`src/rtl/int_ctrl.sv`:
```
// Purpose: 8-line interrupt controller with edge/level modes, mask, pending and priority vector.
// Latency: INT edge to Interrupts is SYNC_STAGES+2 clk; register reads return one clk after the address.
// Backpressure: none; CPU accesses complete in one cycle and Interrupts is a registered level.
module int_ctrl #(
   parameter int SYNC_STAGES = 2
) (
   input  logic        clk,
   input  logic        rst,
   input  logic [7:0]  INT,
   input  logic        CS,
   input  logic        write,
   input  logic [1:0]  adresse,
   input  logic [15:0] DATAout,
   output logic [15:0] DATAin,
   output logic [7:0]  Interrupts
);

   localparam logic [1:0] ADR_PEND   = 2'd0;
   localparam logic [1:0] ADR_MASK   = 2'd1;
   localparam logic [1:0] ADR_MODE   = 2'd2;
   localparam logic [1:0] ADR_VECTOR = 2'd3;

   logic [7:0]  sync_q [SYNC_STAGES];
   logic [7:0]  s;
   logic [7:0]  prev;
   logic [7:0]  pend;
   logic [7:0]  mask;
   logic [7:0]  mode;

   logic [7:0]  act;
   logic [7:0]  edge_det;
   logic [7:0]  clr;
   logic [7:0]  pend_nxt;
   logic [7:0]  onehot;
   logic [2:0]  win;
   logic [15:0] rd_mux;
   logic        wr_en;
   logic        rd_en;

   // The upper byte of write data has no destination register.
   logic        dout_hi_unused;
   assign dout_hi_unused = ^DATAout[15:8];

   assign s        = sync_q[SYNC_STAGES-1];
   assign act      = pend & mask;
   assign edge_det = s & ~prev;
   assign wr_en    = CS & write;
   assign rd_en    = CS & ~write;
   assign clr      = (wr_en && adresse == ADR_PEND) ? DATAout[7:0] : 8'h00;

   // Edge-mode bits: a new edge wins over a same-cycle clear; level-mode bits follow s.
   assign pend_nxt = (mode & (edge_det | (pend & ~clr))) | (~mode & s);

   // Lowest-index active request wins; scanning downward leaves the lowest one last.
   always_comb begin
      win    = 3'd0;
      onehot = 8'h00;
      for (int i = 7; i >= 0; i--) begin
         if (act[i]) begin
            win    = 3'(i);
            onehot = 8'h01 << i;
         end
      end
   end

   // Read data selection for the register addressed this cycle.
   always_comb begin
      rd_mux = 16'h0000;
      case (adresse)
         ADR_PEND:   rd_mux = {8'h00, pend};
         ADR_MASK:   rd_mux = {8'h00, mask};
         ADR_MODE:   rd_mux = {8'h00, mode};
         ADR_VECTOR: rd_mux = {|act, 12'h000, win};
         default:    rd_mux = 16'h0000;
      endcase
   end

   // Input synchronisers and the one-clk delayed copy used for edge detection.
   always_ff @(posedge clk or posedge rst) begin
      if (rst) begin
         for (int k = 0; k < SYNC_STAGES; k++) sync_q[k] <= 8'h00;
         prev <= 8'h00;
      end else begin
         sync_q[0] <= INT;
         for (int k = 1; k < SYNC_STAGES; k++) sync_q[k] <= sync_q[k-1];
         prev <= s;
      end
   end

   // Register file: pending capture plus CPU writes to MASK and MODE.
   always_ff @(posedge clk or posedge rst) begin
      if (rst) begin
         pend <= 8'h00;
         mask <= 8'h00;
         mode <= 8'hFF;
      end else begin
         pend <= pend_nxt;
         if (wr_en && adresse == ADR_MASK) mask <= DATAout[7:0];
         if (wr_en && adresse == ADR_MODE) mode <= DATAout[7:0];
      end
   end

   // Registered outputs: one-hot request and read data held between reads.
   always_ff @(posedge clk or posedge rst) begin
      if (rst) begin
         Interrupts <= 8'h00;
         DATAin     <= 16'h0000;
      end else begin
         Interrupts <= onehot;
         if (rd_en) DATAin <= rd_mux;
      end
   end

endmodule

```
`config.mk`:
```
export PLATFORM = sky130hd
export DESIGN_NAME = int_ctrl
export DESIGN_NICKNAME = d
export VERILOG_FILES = /design/src/rtl/int_ctrl.sv
export SDC_FILE = /design/constraint.sdc
export NUM_CORES = 1
export LEC_CHECK = 0
export CAP_MARGIN = 10
export CORE_MARGIN = 2
export CORE_UTILIZATION = 45
export CTS_BUF_LIST = sky130_fd_sc_hd__clkbuf_8
export DETAILED_ROUTE_END_ITERATION = 10
export GPL_ROUTABILITY_DRIVEN = 0
export MAX_ROUTING_LAYER = met4
export PLACE_DENSITY_LB_ADDON = 0.12
export SETUP_SLACK_MARGIN = 0.2
export SYNTH_ARGS = -nofsm -noshare
export SYNTH_HDL_FRONTEND = slang
export SYNTH_SLANG_ARGS = --single-unit
```
`constraint.sdc`:
```
create_clock -name clk -period 4.7 [get_ports clk]
set_clock_uncertainty 0.05 [all_clocks]
set_input_delay 0.47 -clock clk [delete_from_list [all_inputs] [get_ports clk]]
set_output_delay 0.47 -clock clk [all_outputs]
set_load 0.1 [all_outputs]
```
==> metrics.txt, run 1 <==
n_diodes 0; crit path time final 2.45 ns; CP peak stage delay about 0.83 ns; largest cells by area after synthesis dfrtp_1 56%, dfstp_2 8.3%, mux2_2 7.1%, nand2_1 4.8%, a32o_1 3.2%; Least-Margin Pin Slew 0.966 ns; vias per cell 5.01; top_reg_cell synth dfrtp_1; # hold bufs at CTS 0; remaining antenna violation count after routing 0; GRT Overall Usage between 10% and 20%; Setup crit end mode[0]; drt total wl 4550 um; top-count cell post-synth dfrtp_1; Worst-path clk slew 0.06 ns; Mapped Area 2530 um^2; CP Class in -> reg; router iterations before antenna repair 4; CP top delay family simple AND/OR/NAND/NOR gates; post-synthesis average cell area between 10 and 15 um^2; total gr overflow 0; Worst Path Max Fanout 14; layout net count 275; R2R Setup Slk between 3 and 4 ns; dpl hpwl 3030 um; number of synthesized flops with an enable pin 0; Seq/Total Area, Yosys 64.7%; Required @ worst endpoint 4.91 ns; full die area 6230 um^2; clk_lat worst skew ~0.34 ns; Wirelength per Cell between 10 and 15 um; TNS Setup 0 ns; relative slew slack a little over a third; First DRT Iteration DRCs 119; fin crit share a little over half; Max Cap Viol 0; Die Span Y 79.0 um; H-Tree Depth 3; P per Cell Area ~520 nW/um^2; first-pass GRT wire length a little over 8000 um; post-synthesis async set-or-reset flop share 100%; Post-CTS Resized 0; CP startpoint adresse[1]; Clock Root Buffer clkbuf_8; clk sink count 65; Cell variety after synth 31; RSZ-0062 raised after global routing no; Port Buffers 38; I/O pin cnt 54; Levels on crit path 4; core region area ~5500 um^2; Pins Over Slew Limit 0; final-layout fill cell count between 400 and 500; crit path launch type primary input; maximum vdd drop 0.252 mV; vias 1614; worst path bufs/invs 1; initial core utilization 46.2%; outcome finished clean; largest net degree at the start of global routing 66; worst reg2reg startpoint pend[0]; WP data arrival 2.66 ns; worst hold path class reg -> reg; FP Rows 27; flops & latches, synth 65; initial antenna violation count 0; final instance area 3160 um^2; final count of hold timing violations 0; slowest CP cell clkdlybuf4s50_1; Clock Path Buffers 2; Fmax around 0.41 GHz; post-synth top area cell dfrtp_1; most instantiated cells after synthesis 57 x dfrtp_1, 32 x nand2_1, 16 x mux2_2; Yosys warning total 0; total CTS buffers 9; Post-Synthesis Cells 200; Worst setup EP type flip-flop; endpoints failing setup 0; chip width between 70 and 80 um; Post-CTS Repair Setup Buffers 0; HP Start sync_q[10]; Reg-to-Reg End DATAin[2]; R2R cell count 4; area post-placement 2950 um^2; leakage around 1.4 nW; post-synth top area share a little under three fifths; vias in the first global route 1611; share of cells above drive strength 1 between 15 and 20%; worst-path cell chain clkdlybuf4s50_1 > nor2b_1 > nand3_4 > mux2_2; Residual DRC 0; area delta synth->final 25.0%; CTS tree built
## per-stage QoR
| stage | utilization [%] | hold WS, ns | power, mW | setup WS, ns | cells |
|---|---|---|---|---|---|
| floorplan | - | 0.281 | 1.06 | 2.57 | 206 |
| global placement | 54.0 | 0.281 | 1.17 | 1.91 | 306 |
| detailed placement | 54.0 | 0.286 | 1.17 | 1.88 | 306 |
| CTS | 57.8 | 0.301 | 1.66 | 2.26 | 322 |
| global route | 57.8 | 0.304 | 1.73 | 2.13 | 322 |
| finish | 57.8 | 0.298 | 1.64 | 2.25 | 322 |
## report_power, final
group	switching [mW]	total [mW]	leakage (nW)	internal (mW)
clock	0.197	0.481	0.115	0.284
sequential	0.0578	0.710	0.772	0.652
combinational	0.319	0.450	0.481	0.131
## placed cells by master, fill, tap and decap left out, types with 2 or more instances in the layout
master           count
a32o_1               8
a22oi_1              2
clkdlybuf4s50_1     38
nor2_1              15
mux2_2              16
nand3_1              3
a21oi_1              8
dfrtp_1             57
mux2i_1              7
inv_1                3
a211oi_1             2
buf_4                2
o21ai_0              8
nor3b_1              2
conb_1               7
nand2_1             32
clkbuf_8            12
nand2b_1             3
dfstp_2              8
nand4_1              3
## kinds of logic (layout without fill, tap and decap cells)
group	Yosys count	after routing	share of synthesized area, %
buffers and inverters	14	58	3.61
flip-flops	65	65	64.7
other	1	7	0.148
AO/OA/AOI/OAI	32	32	8.96
AND/OR/NAND/NOR	65	65	12.7
multiplexers	23	23	9.90
## worst min path at each step
stage	to	cells after the start	slack, ns
finish	s[2]	0	0.30
CTS	s[7]	0	0.30
detailed placement	s[7]	0	0.29
global placement	s[0]	0	0.28
global route	s[7]	0	0.30
floorplan	s[0]	0	0.28
## layer usage
layer,part of all wire (%),vias up,global-route usage (%)
li1,-,783,-
met2,45,36,24.0
met3,3.6,11,3.75
met4,2.3,0,10.9
met5,0,-,-
met1,49,784,25.1
## sequential cells by signal (all words and copies together), names as in the netlist
| register | flops |
|---|---|
| sync_q | 8 |
| s | 8 |
| Interrupts | 8 |
| prev | 8 |
| DATAin | 9 |
| pend | 8 |
| mask | 8 |
| mode | 8 |
## area by class of cell
type | instances | area, um^2 | share of cell area, %
flip-flops and latches | 65 | 1640 | 51.8
multi-input cells | 127 | 823 | 26.0
repair buffers | 40 | 395 | 12.5
clock buffers | 12 | 165 | 5.23
well taps | 72 | 90.1 | 2.85
clock inverters | 4 | 42.5 | 1.35
inverters | 2 | 7.51 | 0.238
Note: power is estimated with default switching activity, not from simulation.
==> run 2: changes to the inputs <==
==> constraint.sdc (replaced) <==
create_clock -name clk -period 2.2 [get_ports clk]
set_clock_uncertainty 0.05 [all_clocks]
set_input_delay 0.22 -clock clk [delete_from_list [all_inputs] [get_ports clk]]
set_output_delay 0.22 -clock clk [all_outputs]
set_load 0.1 [all_outputs]
==> metrics.txt, run 2 (same netlist as run 1, synthesis figures left out) <==
outcome finished clean; fin crit share 73.4%; initial antenna violation count 0; full die area ~6200 um^2; total CTS buffers 9; vias 1647; Worst setup EP type flip-flop; most frequent cells in the layout 57 x dfrtp_1, 32 x nand2_1, 23 x buf_4, 21 x clkdlybuf4s50_1, 16 x mux2_2; maximum vdd drop 0.636 mV; leakage 1.42 nW; endpoints failing setup 0; # hold bufs at CTS 0; DP Worst Slack around 0.24 ns; I/O pin cnt 54; clk_lat worst skew about 0.34 ns; Clock Path Buffers 2; H-Tree Depth 3; Port Buffers 38; router iterations before antenna repair 4; total gr overflow 0; Worst-path clk slew 0.06 ns; initial core utilization 46.2%; P per Cell Area approximately 1100 nW/um^2; final count of hold timing violations 0; RSZ-0062 raised after global routing no; crit path launch type primary input; share of cells above drive strength 1 26.3%; Post-CTS Resized 0; dpl hpwl 3210 um; Least-Margin Pin Slew between 0.5 and 0.6 ns; setup ws final 0.586 ns; layout net count 280; First DRT Iteration DRCs 68; n_diodes 0; CTS tree built; Max Cap Viol 0; worst-path cell chain clkdlybuf4s50_1 > nand4b_2 > mux2_2; Post-CTS Repair Setup Buffers 0; final-layout fill cell count between 400 and 500; most common cell after layout, fill and taps aside dfrtp_1; largest net degree at the start of global routing 66; area delta synth->final 25.8%; Wirelength per Cell 14.4 um; remaining antenna violation count after routing 0; worst hold path class in -> async; max reg flops 9; Max Used Layer met4; Largest Register DATAin; drt total wl roughly 4700 um; CP Class in -> reg; Hold WS between 0.2 and 0.25 ns; WP data arrival 1.78 ns; Worst Path Max Fanout 10; CP peak stage delay 0.79 ns; crit path time final ~1.6 ns; Pins Over Slew Limit 0; Residual DRC 0; vias per cell 5.04; Fmax 0.620 GHz; Die Span Y 79.0 um; final instance area around 3200 um^2; chip width 79.0 um; area post-placement 2960 um^2; FP Rows 27; vias in the first global route 1614; TNS Setup 0 ns; met1 wire length 2180 um; Clock Root Buffer clkbuf_8; clk sink count 65; GRT Overall Usage 17.4%; core region area 5470 um^2; Required @ worst endpoint 2.37 ns; DR WL met2 2200 um; first-pass GRT wire length 7850 um; relative slew slack about two thirds; Overall Power between 3 and 4 mW; met3 WL post-DR around 300 um; slowest CP cell clkdlybuf4s50_1
run 2: where the power goes:
part	switching, mW	internal, mW	leakage [nW]	total, mW
registers	0.128	1.39	0.772	1.52
logic	0.685	0.269	0.536	0.953
clock network	0.430	0.662	0.110	1.09
run 2: final timing paths:
| check | cells past startpoint | to | start | slack (ns) |
|---|---|---|---|---|
| worst max-delay path | 3 | mask[7] | adresse[0] | 0.59 |
| worst min-delay path | 3 | pend[1] | rst | 0.21 |
| worst max register to register | 4 | DATAin[2] | pend[0] | 0.83 |
| worst min register to register | 0 | s[1] | sync_q[9] | 0.30 |
| max in group asynchronous | 3 | mode[7] | rst | 1.57 |
| min in group clk | 1 | sync_q[13] | INT[5] | 0.27 |
run 2: metrics by stage:
stage | instances | util [%]
after global routing | 327 | 58.1
after detailed placement | 311 | 54.1
after CTS | 327 | 58.1
after global placement | 311 | 54.1
after floorplan | 206 | -
final | 327 | 58.1
run 2: cell type report:
| class | count | area, um^2 | area share [%] |
|---|---|---|---|
| timing repair buffer | 45 | 403 | 12.7 |
| inverter | 2 | 7.51 | 0.236 |
| sequential | 65 | 1640 | 51.4 |
| clock buffer | 10 | 138 | 4.33 |
| clock inverter | 6 | 83.8 | 2.63 |
| multi-input combinational | 127 | 823 | 25.9 |
| tap | 72 | 90.1 | 2.83 |
run 2: worst max-delay path, delay by kind of cell:
family / cells / cell delay (ns)
buffers and inverters: 1 / 0.79
AND/OR/NAND/NOR: 1 / 0.40
multiplexers: 1 / 0.37
run 2: metal layers:
metal	GRT usage [%]	up-vias
met1	22.4	796
met2	25.6	53
met3	7.50	4
li1	-	794
met4	4.66	0
met5	-	-
==> run 3: changes to the inputs <==
==> constraint.sdc (replaced) <==
create_clock -name clk -period 1.3 [get_ports clk]
set_clock_uncertainty 0.05 [all_clocks]
set_input_delay 0.13 -clock clk [delete_from_list [all_inputs] [get_ports clk]]
set_output_delay 0.13 -clock clk [all_outputs]
set_load 0.1 [all_outputs]
==> metrics.txt, run 3 (same netlist as run 1, synthesis figures left out) <==
slowest CP cell dfrtp_1; WP data arrival 1.53 ns; fin crit share 100%; P per Cell Area 1700 nW/um^2; Wirelength per Cell 15.0 um; drt total wl 5270 um; CTS tree built; Power Internal approximately 4.0 mW; n_diodes 0; CP top delay family compound AO/OA/AOI/OAI gates; clk_lat worst skew about 0.35 ns; Overall Power 6.27 mW; max reg flops 9; CP Class reg -> reg; most common cell after layout, fill and taps aside dfrtp_1; Seq pwr share a little over two fifths; total CTS buffers 9; router iterations before antenna repair 4; violated checks setup timing; outcome finished, violations left; Worst Path Max Fanout 4; crit path launch type flip-flop; Comb pwr share 34.5%; Residual DRC 0; chip width a little under 80 um; core region area approximately 5500 um^2; First DRT Iteration DRCs approximately 130; largest net degree at the start of global routing 36; remaining antenna violation count after routing 0; GRT Overall Usage 19.2%; Pins Over Slew Limit 0; vias per cell around 5; Die Span Y 79.0 um; Largest Register DATAin; Required @ worst endpoint ~1.5 ns; I/O pin cnt 54; vias in the first global route 1764; initial core utilization 46.2%; vias 1770; Clock Root Buffer clkbuf_8; final-layout fill cell count 420; clock power share a little under a quarter; endpoints failing setup 1; area delta synth->final 45.6%; fin cells 352; most frequent cells in the layout 47 x dfrtp_1, 30 x nand2_1, 24 x buf_4, 20 x buf_12, 17 x clkdlybuf4s50_1; FP Rows 27; switch share 36.5%; worst path bufs/invs 0; CP peak stage delay 0.41 ns; Fmax between 0.7 and 0.8 GHz; full die area 6230 um^2; fin util roughly two thirds; RSZ-0062 raised after global routing yes; H-Tree Depth 3; maximum vdd drop 1.06 mV; Net Sw Power 2.29 mW; worst hold path class in -> async; share of cells above drive strength 1 42.1%; Port Buffers 38; worst-path cell chain a22oi_2 > nand3_2 > a311o_1 > a21oi_2; dpl hpwl 3610 um; Max Cap Viol 0; Worst-path clk slew 0.07 ns; leakage 1.63 nW; post-placement cell count 327; Worst setup EP type flip-flop; clk sink count between 60 and 70; layout net count 305; first-pass GRT wire length approximately 8600 um; initial antenna violation count 0; total gr overflow 0; crit path time final between 1 and 1.5 ns; final count of hold timing violations 0; Clock Path Buffers 2; setup ws final -0.00481 ns
## run 3: worst paths after layout
| check | from | to | slack, ns | depth (start not counted) |
|---|---|---|---|---|
| min in group clk | INT[6] | sync_q[14] | 0.16 | 1 |
| max in group asynchronous | rst | mode[0] | 0.80 | 3 |
| setup / recovery | mask[0] | DATAin[2] | -0.005 | 4 |
| setup reg to reg | mask[0] | DATAin[2] | -0.005 | 4 |
| hold reg to reg | sync_q[9] | s[1] | 0.30 | 0 |
| hold / removal | rst | sync_q[14] | 0.13 | 3 |
## run 3: what timing repair did
item                                    in CTS  in global routing
resized for setup                           24                  9
buffers inserted                             3                  5
hold buffers                                 0                  0
cloned                                       1                  0
pin swaps                                   14                  7
endpoints found under the setup margin      51                 30
## run 3: layer usage
layer | vias up | track usage [%] | routed length, um
met5 | - | - | 0
met4 | 0 | 8.62 | 80
met3 | 7 | 7.50 | 271
met2 | 47 | 27.3 | 2520
met1 | 878 | 24.4 | 2400
li1 | 838 | - | -
## run 3: final cells by class
class / instances / area, um^2 / area share, %
clock buffers: 10 / 138 / 3.74
clock inverters: 6 / 28.8 / 0.782
inverters: 2 / 11.3 / 0.306
multi-input cells: 127 / 923 / 25.1
flip-flops and latches: 65 / 1650 / 44.8
well taps: 72 / 90.1 / 2.45
repair buffers: 70 / 842 / 22.9
## run 3: through the flow
stage | hold slack (ns) | cell area [um^2] | setup TNS, ns | setup slack (ns)
floorplan | 0.111 | 2580 | 0 | 0.0826
global placement | 0.283 | 3340 | -9.32 | -0.332
detailed placement | 0.286 | 3340 | -9.82 | -0.343
CTS | 0.139 | 3610 | -0.00392 | -0.00392
global route | 0.142 | 3680 | -0.0828 | -0.0828
finish | 0.134 | 3680 | -0.00481 | -0.00481
## run 3: worst reg2reg max path: stages, from the launching register on
cell	delay (ns)
dfrtp_1	0.41
a22oi_2	0.25
nand3_2	0.10
a311o_1	0.30
a21oi_2	0.13
## run 3: power groups by stage
stage / clock network (mW) / registers [mW] / logic (mW)
after floorplan: 0 / 3.26 / 0.598
after global placement: 0 / 2.67 / 1.94
after detailed placement: 0 / 2.68 / 1.96
after CTS: 1.48 / 2.65 / 2.08
after global routing: 1.59 / 2.70 / 2.27
final: 1.45 / 2.66 / 2.16
==> patch, RTL diff (config.mk and constraints of run 2) <==
The parameter `SYNC_STAGES` goes from 2 to 1. Comments in the files are not updated.
--- a/src/rtl/int_ctrl.sv
+++ b/src/rtl/int_ctrl.sv
@@ -2,7 +2,7 @@
 // Latency: INT edge to Interrupts is SYNC_STAGES+2 clk; register reads return one clk after the address.
 // Backpressure: none; CPU accesses complete in one cycle and Interrupts is a registered level.
 module int_ctrl #(
-   parameter int SYNC_STAGES = 2
+   parameter int SYNC_STAGES = 1
 ) (
    input  logic        clk,
    input  logic        rst,
Formal check against the unedited RTL: not equivalent (a bounded check fails within 4 cycles, from zero or initial values and one cycle with rst high).
==> patch against run 2 <==
Worst setup slack better by 0.0094 ns. First-iteration DRC count rose by 84%. Area after synthesis shrank 7.9%. Sequential cell count is 8 lower. Cell area down 7.0%. Hold slack gained 0.021 ns. Count of clock-buffer cells in the layout increased by 3. Routed wire length is 0.61% higher. Total power down 8.3%.
==> patch: results (changes against run 2) <==
STA
  – Setup TNS: 0 ns (unchanged)
  – Rel. slew slack: 59.29% (-6.6 points)
  – Fin Hold WS: 0.2328 ns (+0.02082 ns)
  – Crit path time final: 1.604 ns (-0.009416 ns)

Worst setup path
  – CP max stage delay: 0.47 ns (-0.32 ns)
  – Worst reg2reg startpoint: mask[0]$_DFFE_PP0P_
  – Data arrival, critical path: 1.81 ns (+0.03 ns)
  – Delay-heaviest family, CP: buffers and inverters
  – Reg2Reg Setup Slack: 0.69 ns (-0.14 ns)
  – Crit-path slowest cell: clkdlybuf4s50_1
  – End of the worst register-to-register path: DATAin[15]$_DFFE_PP0P_
  – R2r worst-path depth: 4 (unchanged)
  – CP max FO: 8 (-2)

Drt
  – DRT iter0 DRCs: 125 (+84%)
  – Drt first pass iters: 4 (unchanged)
  – Vias: 1640 (-0.43%)
  – Routed WL per cell: 15.02 um (+4.1%)
  – Total Wirelength: 4746 um (+0.61%)

Placed design
  – DP Area: 2768 sq um (-6.5%)
  – DP HPWL: 3419 um (+6.4%)
  – Cell total after placement: 300 (-3.5%)
  – PortBufs: 38 (unchanged)
  – DP Worst Slack: 0.2512 ns (+0.01395 ns)

Clock tree
  – Clock Root Buffer: clkbuf_8
  – Setup bufs post-CTS: 0 (unchanged)
  – Clk slew on worst S/H paths: 0.06 ns (about the same)
  – CTS max path bufs: 2 (unchanged)
  – CTS Buf Count: 9 (unchanged)
  – Clk_lat worst skew: between 0.3 and 0.4 ns
  – H-tree depth: 3 (unchanged)
  – CTS-repair resized insts: 0 (unchanged)

Synth
  – Sequential element share of the synthesized area: 61.65% (-3.1 points)
  – Yosys cell types: 39 (+26%)
  – Mapped Cells: 190 (-5.0%)
  – Synth cell count leaders: dfrtp_1, nand2_1, mux2_2, a32o_1, nor2_1
  – YS warnings: 0 (unchanged)
  – Top post-synthesis cells by area: dfrtp_1, dfstp_2, mux2_2
  – Ys flop type: dfrtp_1
  – Fraction of registers with async set/reset: 100.0% (unchanged)

GRT
  – GRT Total Usage: 18.32% (+0.90 points)
  – First-pass GRT wire length: 7886 um (+0.52%)
  – Initial antenna violation count: 0 (unchanged)
  – Vias in the first global route: 1566 (-3.0%)
  – Largest net degree at the start of global routing: 29 (-56%)

Min path
  – Worst min path class: primary input to async pin

Cells and area
  – Number of flip-flops in the largest register: 9 (unchanged)
  – ANT cells: 0 (unchanged)
  – Share of layout cells above drive strength 1: 28.05% (+1.8 points)
  – Final nets: 271 (-3.2%)
  – Top reg by flops: DATAin

Run status
  – Outcome: complete, no violations

Power
  – Lkg Pwr: 0.001316 uW (-7.2%)
  – Peak supply drop: 0.0004367 V (-31%)
[patch: where the power goes]
part           leakage, uW  internal, uW  switching [uW]  total, uW
clock             0.000107           523             384        908
combinational     0.000529           285             705        990
sequential        0.000680          1240             132       1370
total              0.00132          2050            1220       3270
[patch: cell families (layout without fill, tap and decap cells)]
kind of cell           count (synthesis)  count (layout)  share of synthesized area (%)
multiplexers                          23              23                          11.01
other                                  1               7                         0.1610
AO/OA/AOI/OAI                         36              36                          11.39
AND/OR/NAND/NOR                       59              59                          11.92
buffers and inverters                 14              64                          3.867
flip-flops                            57              57                          61.65
[patch: layout make-up]
| class | count | area [sq um] |
|---|---|---|
| multi-input combinational | 125 | 825.8 |
| tap | 70 | 87.58 |
| inverter | 2 | 7.507 |
| fill | 433 | 2082 |
| sequential | 57 | 1436 |
| clock inverter | 3 | 13.76 |
| timing repair buffer | 46 | 410.4 |
| clock buffer | 13 | 178.9 |
[patch: worst max path at each step]
stage / startpoint / to / cells past startpoint
after floorplan: rst / DATAin[0]$_DFFE_PP0P_ / 1
after global placement: adresse[0] / mode[2]$_DFFE_PP1P_ / 5
after detailed placement: adresse[0] / mode[1]$_DFFE_PP1P_ / 5
after CTS: adresse[0] / mode[1]$_DFFE_PP1P_ / 5
after global routing: adresse[0] / mode[1]$_DFFE_PP1P_ / 5
final: adresse[0] / mode[1]$_DFFE_PP1P_ / 5
[patch: per-layer routing]
| layer | vias up | share of wire, % | GRT usage [%] |
|---|---|---|---|
| li1 | 770 | - | - |
| met1 | 813 | 47 | 23.34 |
| met4 | 0 | 1.9 | 9.455 |
| met3 | 9 | 4.7 | 4.405 |
| met5 | - | 0 | - |
| met2 | 48 | 46 | 27.50 |
